`config.mk`:
```
export PLATFORM = sky130hd
export DESIGN_NAME = dmem_access_unit
export DESIGN_NICKNAME = d
export VERILOG_FILES = /design/src/rtl/dmem_pkg.sv /design/src/rtl/dmem_lane_align.sv /design/src/rtl/dmem_access_unit.sv
export SDC_FILE = /design/constraint.sdc
export NUM_CORES = 1
export LEC_CHECK = 0
export CAP_MARGIN = 5
export CORE_MARGIN = 2
export CORE_UTILIZATION = 30
export CTS_CLUSTER_SIZE = 25
export DETAILED_ROUTE_END_ITERATION = 10
export PLACE_DENSITY = 0.62
export SKIP_LAST_GASP = 1
export SYNTH_ARGS = -nofsm -noshare
export SYNTH_HDL_FRONTEND = slang
export SYNTH_HIERARCHICAL = 1
export SYNTH_SLANG_ARGS = --single-unit
```
`constraint.sdc`:
```
create_clock -name clk -period 6.7 [get_ports clk]
set_input_delay 1.675 -clock clk [delete_from_list [all_inputs] [get_ports clk]]
set_output_delay 1.675 -clock clk [all_outputs]
set_load 0.01 [all_outputs]
```
`src/rtl/dmem_pkg.sv`:
```
// Shared types and constants for the memory-stage load/store engine.
package dmem_pkg;

    // Access size as carried by the M stage; 2'b11 is handled as a word.
    typedef enum logic [1:0] {
        SZ_B = 2'b00,
        SZ_H = 2'b01,
        SZ_W = 2'b10
    } size_e;

    // Load extension select, taken directly from funct3.
    localparam logic [2:0] EXT_LB  = 3'b000;
    localparam logic [2:0] EXT_LH  = 3'b001;
    localparam logic [2:0] EXT_LW  = 3'b010;
    localparam logic [2:0] EXT_LBU = 3'b100;
    localparam logic [2:0] EXT_LHU = 3'b101;

    typedef enum logic [2:0] {
        IDLE,
        REQ1,
        WAIT1,
        REQ2,
        WAIT2,
        DONE
    } state_e;

    // An access needs two bus words when its bytes straddle a word boundary.
    function automatic logic is_split(input logic [1:0] size, input logic [1:0] off);
        return ((size == SZ_H) && (off == 2'd3)) || (size[1] && (off != 2'd0));
    endfunction

endpackage

```
`src/rtl/dmem_lane_align.sv`:
```
// Combinational lane steering: byte enables, store data positioning and
// load data extraction with sign/zero extension over a two-word window.
module dmem_lane_align
    import dmem_pkg::*;
(
    input  logic [1:0]  size,
    input  logic [2:0]  ext,
    input  logic [1:0]  off,
    input  logic [31:0] wdata,
    input  logic [31:0] lo,
    input  logic [31:0] hi,
    output logic [7:0]  be8,
    output logic [63:0] wdata64,
    output logic [31:0] load_data
);

    logic [7:0]  mask;
    logic [63:0] window;
    logic [31:0] raw;

    // Build the two-word byte mask, shifted store data and extended load value.
    always_comb begin
        // NOTE: every output of a combinational block gets a default first so no path leaves it unassigned (which would infer a latch).
        mask      = 8'h0F;
        load_data = 32'h0;
        case (size)
            SZ_B:    mask = 8'h01;
            SZ_H:    mask = 8'h03;
            default: mask = 8'h0F;
        endcase
        be8     = mask << off;
        wdata64 = {32'h0, wdata} << {off, 3'b000};
        window  = {hi, lo} >> {off, 3'b000};
        raw     = window[31:0];
        case (ext)
            EXT_LB:  load_data = {{24{raw[7]}}, raw[7:0]};
            EXT_LH:  load_data = {{16{raw[15]}}, raw[15:0]};
            EXT_LBU: load_data = {24'h0, raw[7:0]};
            EXT_LHU: load_data = {16'h0, raw[15:0]};
            default: load_data = raw;
        endcase
    end

endmodule

```
`src/rtl/dmem_access_unit.sv`:
```
// Memory-stage load/store engine: latches the M-stage access, issues one or
// two aligned word transactions, and returns the aligned, extended result.
module dmem_access_unit
    import dmem_pkg::*;
#(
    parameter int XLEN = 32
) (
    input  logic            clk,
    input  logic            reset,
    input  logic            req_valid_i,
    input  logic            req_we_i,
    input  logic [XLEN-1:0] req_addr_i,
    input  logic [XLEN-1:0] req_wdata_i,
    input  logic [1:0]      req_size_i,
    input  logic [2:0]      req_ext_i,
    output logic            stall_o,
    output logic [XLEN-1:0] load_data_o,
    output logic            done_o,
    output logic            bus_req_o,
    output logic            bus_we_o,
    output logic [XLEN-1:0] bus_addr_o,
    output logic [XLEN-1:0] bus_wdata_o,
    output logic [3:0]      bus_be_o,
    input  logic            bus_gnt_i,
    input  logic            bus_rvalid_i,
    input  logic [XLEN-1:0] bus_rdata_i
);

    state_e            state_q, state_d;
    logic              we_q;
    logic [XLEN-1:0]   addr_q;
    logic [XLEN-1:0]   wdata_q;
    logic [1:0]        size_q;
    logic [2:0]        ext_q;
    logic              split_q;
    logic [XLEN-1:0]   lo_q;

    logic [XLEN-1:0]   base_addr;
    logic [XLEN-1:0]   lo_in;
    logic [XLEN-1:0]   hi_in;
    logic [7:0]        be8;
    logic [63:0]       wdata64;
    logic [XLEN-1:0]   ext_data;

    assign base_addr = {addr_q[XLEN-1:2], 2'b00};

    // The word arriving this cycle feeds the extractor directly, so the result
    // can be registered on the same edge that enters DONE.
    assign lo_in = (state_q == WAIT1) ? bus_rdata_i : lo_q;
    assign hi_in = (state_q == WAIT2) ? bus_rdata_i : '0;

    assign stall_o = req_valid_i && (state_q != DONE);

    dmem_lane_align u_align (
        .size      (size_q),
        .ext       (ext_q),
        .off       (addr_q[1:0]),
        .wdata     (wdata_q),
        .lo        (lo_in),
        .hi        (hi_in),
        .be8       (be8),
        .wdata64   (wdata64),
        .load_data (ext_data)
    );

    // Next-state and bus/handshake outputs; bus fields are derived from latched
    // request state only, so they stay stable while a grant is pending.
    always_comb begin
        state_d     = state_q;
        bus_req_o   = 1'b0;
        bus_we_o    = 1'b0;
        bus_addr_o  = '0;
        bus_wdata_o = '0;
        bus_be_o    = 4'h0;
        done_o      = 1'b0;
        case (state_q)
            IDLE: begin
                if (req_valid_i) state_d = REQ1;
            end
            REQ1: begin
                bus_req_o   = 1'b1;
                bus_we_o    = we_q;
                bus_addr_o  = base_addr;
                bus_wdata_o = wdata64[31:0];
                bus_be_o    = be8[3:0];
                if (bus_gnt_i) state_d = WAIT1;
            end
            WAIT1: begin
                if (bus_rvalid_i) state_d = split_q ? REQ2 : DONE;
            end
            REQ2: begin
                bus_req_o   = 1'b1;
                bus_we_o    = we_q;
                bus_addr_o  = base_addr + 32'd4;
                bus_wdata_o = wdata64[63:32];
                bus_be_o    = be8[7:4];
                if (bus_gnt_i) state_d = WAIT2;
            end
            WAIT2: begin
                if (bus_rvalid_i) state_d = DONE;
            end
            DONE: begin
                done_o  = 1'b1;
                state_d = IDLE;
            end
            default: state_d = IDLE;
        endcase
    end

    // State register, request latch, low-word capture and load result register.
    always_ff @(posedge clk or posedge reset) begin
        if (reset) begin
            state_q     <= IDLE;
            we_q        <= 1'b0;
            addr_q      <= '0;
            wdata_q     <= '0;
            size_q      <= 2'b00;
            ext_q       <= 3'b000;
            split_q     <= 1'b0;
            lo_q        <= '0;
            load_data_o <= '0;
        end else begin
            // NOTE: sequential state uses non-blocking assignments so every register samples pre-edge values.
            state_q <= state_d;
            if ((state_q == IDLE) && req_valid_i) begin
                we_q    <= req_we_i;
                addr_q  <= req_addr_i;
                wdata_q <= req_wdata_i;
                size_q  <= req_size_i;
                ext_q   <= req_ext_i;
                split_q <= is_split(req_size_i, req_addr_i[1:0]);
            end
            if ((state_q == WAIT1) && bus_rvalid_i) lo_q <= bus_rdata_i;
            if ((state_d == DONE) && (state_q != DONE) && !we_q) load_data_o <= ext_data;
        end
    end

endmodule

```
==> results.toml <==
[placement]
gp_congestion = 0.823
hpwl_um = 18000
dp.cells = 1393
io_buffers = 208

[timing]
tns_ns = 0
max_slew_margin_pct = 33.1
rsz0062_at_grt = "no"
max_freq_ghz = 0.191
finalSetupViolCount = 0
maxSlewViolCount = 0
fin_crit_sh_pct = 78.0
clock_skew_ns = 0.00940
hold_viol_final = 0
tightest_slew_ns = 1.00
period_needed_ns = 5.22

[floorplanning]
die_h_um = 178
initial_core_util_pct = 30.5
ios = 211
dieArea_um2 = 31500
rows = 63
core_area_um2 = 29600
die_w_um = 178

[cts]
cts_max_level = 4
cts_sinks = 138
holdBufCountCts = 0
post_cts_buffers = 0
post_cts_resized = 0
cts_buffer_depth = 2
cts_root_buffer = "clkbuf_16"
cts_tree = "yes"
clk_latency_ns = 0.42
path_clk_slew_ns = 0.06
cts_buffers = 17

[routing]
routed_via_density = 5.07
drt_wl_total_um = 25700
route.met2.wl_um = 12200
top_layer = "met4"
wl_met1_um = 11600
ant_nets = 0
first_pass_iters = 4
first_iter_violations = 347
wire_per_inst_um = 18.1
vias = 7225
drc_errors = 0
wl_met3_um = 1590

[worst_hold_path]
hold_class = "flip-flop to flip-flop"

[power]
leakage_uw = 0.00482
cellPowerDensity_nw_per_um2 = 503
max-vdd-ir-drop_mv = 0.202

[grt]
grt_pass1_wl_um = 40300
antenna_found_initial = 0
grt_pass1_vias = 7247
track_usage_pct = 16.4
grt_max_degree = 74
globalRouteOverflowTotal = 0

[worst_setup_path]
worstPathMaxFanout = 41
max_stage_delay_ns = 0.89
slowest_stage = "dfrtp_2"
worstPathArrival_ns = 3.55
startpoint_type = "flip-flop"
timing.critical_path.buf_inv = 2
cp_cell_sequence = "inv_2 -> nor2_1 -> nand2_1 -> o21ai_0 -> mux2i_1 -> nor2_1 -> clkdlybuf4s50_1"
critPathCaptureType = "primary output"
criticalPathCategory = "flip-flop to primary output"
critPathTopFamily = "simple AND/OR/NAND/NOR gates"
crit_required_ns = 5.03
critPathMostFrequentCell = "nor2_1"

[run_status]
status = "finished clean"

[final_layout]
areaGrowthSynthToFinish_pct = 32.5
final_nets = 1130
instances_no_fill = 1424
drive_gt1_share_pct = 23.6

[logic_synthesis]
postSynthAreaPerCell_um2 = 10.6
syn_inst = 853
netlist_area_um2 = 9030
yosys_warnings = 6

[flow_run]
maxCapViolCount = 0
-- state kept, by name (all words and copies together) (netlist names) --
signal and flops:
we_q 1, ext_q 3, addr_q 32, wdata_q 32, lo_q 32, load_data_o 32
size_q 2, split_q 1, state_q 3
-- layer usage --
metal	vias up	track usage (%)
li1	3394	-
met1	3573	21.9
met2	239	26.8
met3	19	3.71
met4	0	4.10
met5	-	0
-- placed cells by master (no fill, tap or decap), types with 8 or more instances in the layout --
cell type,instances
buf_4,11
mux2i_1,85
a21oi_1,26
mux4_2,19
mux2_2,172
or4_1,9
and2_1,36
nand3_1,13
clkdlybuf4s50_1,208
o31ai_1,8
nand2_1,64
clkbuf_16,17
nor2_1,76
and3_1,13
dfrtp_1,135
conb_1,11
o21ai_0,33
-- power by group --
part | switching (uW) | internal, uW
sequential | 500 | 1260
combinational | 1460 | 1750
clock | 377 | 669
total | 2340 | 3680
-- cell type report --
| class | instances | area [um^2] |
|---|---|---|
| fillers | 2942 | 17700 |
| multi-input cells | 641 | 5190 |
| flip-flops and latches | 138 | 3460 |
| repair buffers | 219 | 2160 |
| well taps | 390 | 488 |
| clock buffers | 19 | 443 |
| clock inverters | 11 | 194 |
| inverters | 5 | 23.8 |
| diodes | 1 | 2.50 |
-- path summary, 6_finish.rpt --
check	start	to	slack, ns	cells after the start
min reg2reg	lo_q[14]	lo_q[14]	0.50	1
max in group asynchronous	reset	addr_q[0]	3.94	3
min	lo_q[14]	lo_q[14]	0.50	1
min in group asynchronous	reset	load_data_o[12]	1.64	2
max reg2reg	state_q[1]	load_data_o[29]	3.22	7
max	addr_q[1]	bus_wdata_o[23]	1.48	7
-- metrics by stage --
step | area, um^2 | total power [uW] | utilization [%] | worst slack (ns) | hold WS (ns)
floorplan | 9070 | 3870 | - | 1.33 | 0.475
finish | 12000 | 6020 | 40.4 | 1.48 | 0.501
global placement | 11300 | 4970 | 38.2 | 1.94 | 0.483
global route | 12000 | 6450 | 40.4 | 1.16 | 0.510
CTS | 12000 | 6090 | 40.4 | 1.46 | 0.505
detailed placement | 11300 | 5010 | 38.2 | 1.92 | 0.490
-- worst reg2reg max path: cells and delay by family (launching register included) --
| kind | cells | cell delay [ns] |
|---|---|---|
| simple gates | 2 | 0.95 |
| mux | 3 | 1.05 |
| flops | 1 | 0.56 |
| compound gates | 2 | 0.79 |
Power figures use the tool's default switching activity.
